## src/rtl/mod_arith_pkg.sv

```systemverilog
// Shared types and default constants for the modular-arithmetic blocks.
// Default modulus is 3^11 on an 18-bit residue word.
package mod_arith_pkg;

  localparam int DEF_DATA_WIDTH = 18;
  localparam int DEF_MODULUS    = 177147;

  typedef enum logic [1:0] {
    ST_IDLE = 2'd0,
    ST_RUN  = 2'd1,
    ST_DONE = 2'd2
  } state_e;

endpackage

```

## src/rtl/mod_dbl_add.sv

```systemverilog
// One MSB-first modular multiply step: acc_next = (2*acc [+ x]) mod M.
// Both operands must already be reduced below MODULUS.
module mod_dbl_add
  import mod_arith_pkg::*;
#(
  parameter int DATA_WIDTH = DEF_DATA_WIDTH,
  parameter int MODULUS    = DEF_MODULUS
) (
  input  logic [DATA_WIDTH-1:0] acc,
  input  logic [DATA_WIDTH-1:0] x,
  input  logic                  k_bit,
  output logic [DATA_WIDTH-1:0] acc_next
);

  localparam logic [DATA_WIDTH:0] M_EXT = (DATA_WIDTH+1)'(MODULUS);

  logic [DATA_WIDTH:0]   dbl;
  logic [DATA_WIDTH-1:0] dbl_red;
  logic [DATA_WIDTH:0]   sum;
  logic [DATA_WIDTH-1:0] sum_red;

  // Each partial result is < 2M, so one conditional subtract fully reduces it.
  always_comb begin
    dbl      = {acc, 1'b0};
    dbl_red  = DATA_WIDTH'((dbl >= M_EXT) ? dbl - M_EXT : dbl);
    sum      = {1'b0, dbl_red} + {1'b0, x};
    sum_red  = DATA_WIDTH'((sum >= M_EXT) ? sum - M_EXT : sum);
    acc_next = k_bit ? sum_red : dbl_red;
  end

endmodule

```

## src/rtl/mod_div_c_seq.sv

```systemverilog
// Sequential divide-by-constant mod M: out_data = in_data * CONST_INV mod MODULUS,
// computed one CONST_INV bit per cycle, MSB first.
module mod_div_c_seq
  import mod_arith_pkg::*;
#(
  parameter int DATA_WIDTH = DEF_DATA_WIDTH,
  parameter int MODULUS    = DEF_MODULUS,
  parameter int CONST_INV  = 1
) (
  input  logic                  clk,
  input  logic                  rst_n,
  input  logic                  in_valid,
  output logic                  in_ready,
  input  logic [DATA_WIDTH-1:0] in_data,
  output logic                  out_valid,
  input  logic                  out_ready,
  output logic [DATA_WIDTH-1:0] out_data,
  output logic                  out_err,
  output state_e                dbg_state
);

  localparam int IW = (DATA_WIDTH > 1) ? $clog2(DATA_WIDTH) : 1;
  localparam logic [DATA_WIDTH-1:0] C_VEC = DATA_WIDTH'(CONST_INV);
  localparam logic [DATA_WIDTH-1:0] M_VEC = DATA_WIDTH'(MODULUS);

  state_e                state;
  logic [DATA_WIDTH-1:0] x_reg;
  logic [DATA_WIDTH-1:0] acc;
  logic [DATA_WIDTH-1:0] acc_next;
  logic [IW-1:0]         bit_idx;
  logic                  fin;

  assign dbg_state = state;

  mod_dbl_add #(
    .DATA_WIDTH (DATA_WIDTH),
    .MODULUS    (MODULUS)
  ) u_step (
    .acc      (acc),
    .x        (x_reg),
    .k_bit    (C_VEC[bit_idx]),
    .acc_next (acc_next)
  );

  // Handshakes: a word moves on a rising edge where valid and ready are both 1.
  // in_ready is high only in IDLE; out_valid only in DONE, with data/err held
  // stable until out_ready takes the result. No same-cycle bypass between them.
  always_ff @(posedge clk) begin
    if (!rst_n) begin
      state     <= ST_IDLE;
      in_ready  <= 1'b1;
      out_valid <= 1'b0;
      out_data  <= '0;
      out_err   <= 1'b0;
      x_reg     <= '0;
      acc       <= '0;
      bit_idx   <= '0;
      fin       <= 1'b0;
    end else begin
      case (state)
        ST_IDLE: begin
          if (in_valid) begin
            x_reg    <= in_data;
            acc      <= '0;
            bit_idx  <= IW'(DATA_WIDTH - 1);
            fin      <= 1'b0;
            in_ready <= 1'b0;
            if (in_data >= M_VEC) begin
              out_data  <= '0;
              out_err   <= 1'b1;
              out_valid <= 1'b1;
              state     <= ST_DONE;
            end else begin
              state <= ST_RUN;
            end
          end
        end
        ST_RUN: begin
          // The cycle after the bit-0 step moves the final accumulator out.
          if (fin) begin
            out_data  <= acc;
            out_err   <= 1'b0;
            out_valid <= 1'b1;
            state     <= ST_DONE;
          end else begin
            acc <= acc_next;
            if (bit_idx == '0) begin
              fin <= 1'b1;
            end else begin
              bit_idx <= bit_idx - 1'b1;
            end
          end
        end
        ST_DONE: begin
          if (out_ready) begin
            out_valid <= 1'b0;
            in_ready  <= 1'b1;
            state     <= ST_IDLE;
          end
        end
        default: begin
          state     <= ST_IDLE;
          in_ready  <= 1'b1;
          out_valid <= 1'b0;
        end
      endcase
    end
  end

endmodule

```

## config.mk

```make
export PLATFORM = sky130hd
export DESIGN_NAME = mod_div_c_seq
export DESIGN_NICKNAME = d
export VERILOG_FILES = /design/src/rtl/mod_arith_pkg.sv /design/src/rtl/mod_dbl_add.sv /design/src/rtl/mod_div_c_seq.sv
export SDC_FILE = /design/constraint.sdc
export NUM_CORES = 1
export LEC_CHECK = 0
export ABC_AREA = 1
export BUFFER_PORTS_ARGS = -buffer_cell sky130_fd_sc_hd__clkbuf_2
export CAP_MARGIN = 25
export CORE_MARGIN = 10
export CORE_UTILIZATION = 35
export DETAILED_ROUTE_END_ITERATION = 6
export PLACE_DENSITY = 0.57
export SLEW_MARGIN = 20
export SYNTH_ARGS = -nofsm -noshare
export SYNTH_HDL_FRONTEND = slang
export SYNTH_HIERARCHICAL = 1
export SYNTH_SLANG_ARGS = --single-unit
```

## constraint.sdc

```tcl
create_clock -name clk -period 3.8 [get_ports clk]
set_input_delay 0.19 -clock clk [delete_from_list [all_inputs] [get_ports clk]]
set_output_delay 0.19 -clock clk [all_outputs]
set_load 0.01 [all_outputs]
```

==> summary.md <==
| Metric | Value |
|---|---|
| First-pass GRT wire length | `30050 µm` |
| Clk_lat worst skew | `about 0.34 ns` |
| Gr usage total | `about 17%` |
| CP arrival | `between 4 and 5 ns` |
| Critical register-to-register path startpoint | `acc[16]` |
| F_max | `roughly 0.25 GHz` |
| Layout cells sized above 1 | `roughly 43%` |
| Slowest cell on the critical path | `dfxtp_2` |
| Syn_nets | `around 980` |
| Hold wc startpoint | `in_data[2]` |
| Routed wire length | `around 19000 µm` |
| Peak VDD IR | `414.0 µV` |
| Wire per inst | `13.88 µm` |
| Largest stage delay, worst path | `roughly 0.33 ns` |
| FILL cells | `~1500` |
| RePlAce Congestion | `between 0.8 and 0.9` |
| Final hold viol count | `0` |
| Die W | `about 150 µm` |
| Pins over their slew limit | `0` |
| Worst Setup End Kind | `register` |
| DRT Pass-1 Iters | `5` |
| Vias in the first global route | `6298` |
| MaxCap Viol Count | `0` |
| Worst setup margin | `-0.2090 ns` |
| RSZ-0062 raised after global routing | `yes` |
| Setup Viol. Count Final | `18` |
| Via count | `6576` |
| Primary FF master, synth | `dfxtp_1` |
| Mapped Cells | `between 900 and 1000` |
| Ys async rst share | `0%` |
| Worst Skew | `around 0.010 ns` |
| Clock Sinks | `between 60 and 70` |
| Min Tclk post-route | `4.009 ns` |
| Hold Buf Count CTS | `0` |
| Starting density of the core | `a little over a third` |
| Crit path max fanout | `6` |
| Clock Tree Buf Depth | `2` |
| Net Switching | `around 2900 µW` |
| Pleak | `0.004396 µW` |
| CP Launch Point | `acc[16]` |
| Placed cell area | `6805 µm²` |
| Hold Path Cell Cnt | `3` |
| Pwr Total | `6391 µW` |
| Internal power | `~3500 µW` |
| Clock power share | `between 10% and 20%` |
| Num CTS Buffers | `9` |
| # diodes | `0` |
| Cell mode on critical path | `buf_4` |
| Die Y | `146.5 µm` |
| Vias/cell | `4.915` |
| TritonCTS clock tree | `built` |
| Worst hold slack | `between 0.09 and 0.1 ns` |
| Residual DRC | `0` |
| Clk slew on worst S/H paths | `~0.060 ns` |
| Power share of the combinational group | `70.1%` |
| Hold Crit Class | `in2reg` |
| Seq pwr share | `between 10% and 20%` |
| Core Region | `approximately 16000 µm²` |
| Synth warnings | `6` |
| Yosys reg bits | `between 60 and 70` |
| Ports | `45` |
| Slew @ Worst Pin | `roughly 0.72 ns` |
| Critical path class | `reg2reg` |
| R2R Setup Slk | `-0.21 ns` |
| Final ANT Viol Nets | `0` |
| PortBufs | `44` |
| Post-synth cell types | `40` |
| Initial DRC Count | `between 300 and 400` |
| Worst reg-to-reg path cell count | `32` |
| Syn_area_per_cell | `about 6 µm²` |
| FF-to-FF End | `acc[0]` |
| Crit path required time | `between 4 and 5 ns` |
| FP Rows | `46` |
| Part of the cycle the worst path needs | `105.5%` |
| P per Cell Area | `between 700 and 800 nW/µm²` |
| Grt ovf | `0` |
| Dpl hpwl | `13290 µm` |
| Crit start category | `register` |
| H-tree level count | `3` |
| Violated checks | `negative setup slack` |
| Register area share after synthesis | `a little under a quarter` |
| Max-slew headroom | `between 50 and 60%` |
| Synth Cell Area | `approximately 5600 µm²` |
| Status | `complete, but fails checks` |
| Die ar. | `roughly 21000 µm²` |
| Final core occ | `a little over half` |
| Clock root buffer master | `clkbuf_16` |
| Final Cell Area | `~8600 µm²` |
| Hold endpoint | `x_reg[2]` |
| Initial antenna violation count | `0` |
| Nets@finish | `1161` |
| Area grow syn2layout | `53.51%` |
| Switching share of total power | `a little under half` |
| Post-synth EDFFs | `0` |
| Largest net degree at the start of global routing | `62` |
## through the flow
step / instances / worst slack [ns] / setup TNS (ns)
3_3_place_gp: 1283 / -0.4215 / -6.210
4_1_cts: 1332 / -0.1718 / -2.365
6_report: 1338 / -0.2090 / -2.854
5_1_grt: 1338 / -0.5018 / -8.525
3_5_place_dp: 1283 / -0.4770 / -7.054
2_1_floorplan: 933 / 0.02050 / 0
## how the worst max path moves through the flow
stage                         end
final                      acc[0]
after global placement    acc[17]
after CTS                 acc[17]
after global routing      acc[15]
after detailed placement  acc[17]
after floorplan           acc[17]
## metal layers
| layer | track usage, % | wire (µm) |
|---|---|---|
| met1 | 21.02 | 8275 |
| met2 | 28.05 | 9191 |
| met3 | 2.565 | 528 |
| met4 | 6.657 | 572 |
| met5 | 0 | 0 |
## cell usage in the layout (no fill, tap or decap), drive strengths merged
cell type	instances
clkinvlp	1
nor3	7
nor2	99
nand3	97
o21ai	57
o21a	1
nand4	29
clkinv	3
buf	157
xor2	17
o211ai	3
dfxtp	66
a211oi	1
and2	5
ha	21
nor4	3
o21bai	2
bufinv	3
a2111oi	1
and3	1
a221oi	1
clkbuf	54
nand2	322
inv	129
a21oi	36
nand3b	5
fa	1
## critical path, delay by kind of cell (launching register included)
family,cells,cell delay [ns]
buffers and inverters,10,1.18
AOI/OAI and AO/OA,4,0.51
adders and majority gates,1,0.31
and+or+nand+nor,17,1.59
DFF,1,0.33
## power groups by stage
stage          sequential [µW]  combinational, µW  clock, µW
4_1_cts                    934               3990        986
6_report                   939               4480        975
2_1_floorplan              922               1910          0
3_3_place_gp               935               3120          0
3_5_place_dp               934               3120          0
5_1_grt                    955               4900       1020
## cell usage after synthesis, types with 3 or more instances
library cell,n,share of area [%]
o211ai_1,3,0.40
buf_2,11,0.98
xor2_1,17,2.7
dfxtp_1,66,24
o21ai_1,6,0.54
inv_2,8,0.54
inv_4,3,0.34
ha_1,21,4.7
nand2_2,13,1.5
and2_1,5,0.56
inv_1,117,7.8
buf_6,4,0.80
o21ai_0,51,4.6
nor2_1,90,6.0
nor2_8,3,1.1
clkbuf_1,7,0.47
nand4_1,29,3.2
nand2_4,4,0.80
nand2_1,305,20
nand3b_1,5,0.67
a21oi_1,36,3.2
nor2_2,4,0.45
nand3_2,19,3.4
nor4_1,3,0.34
nand3_1,76,6.8
nor3_1,7,0.63
## timing repair
action / in CTS / in global routing
pin swaps: 78 / 80
buffers inserted: 30 / 7
resized for setup: 175 / 125
cloned: 4 / 0
hold endpoints to repair: 0 / 0
setup endpoints to repair: 18 / 18
## cell families (layout without fill, tap and decap cells)
logic type                 count (synthesis)  after routing  share of synthesized area (%)
and+or+nand+nor                          568            568                          46.98
buffers and inverters                    158            347                          12.17
AOI/OAI and AO/OA                        102            102                          9.558
DFF                                       66             66                          23.58
adders and majority gates                 22             22                          5.047
xor gates and xnor gates                  17             17                          2.657
## layout make-up
type | instances | area, µm² | area share [%]
well taps | 216 | 270.3 | 3.142
repair buffers | 201 | 1498 | 17.41
clock inverters | 6 | 115.1 | 1.338
multi-input cells | 709 | 4664 | 54.23
flip-flops and latches | 66 | 1324 | 15.39
inverters | 130 | 500.5 | 5.819
clock buffers | 10 | 229.0 | 2.662
Note: power is estimated with default switching activity, not from simulation.
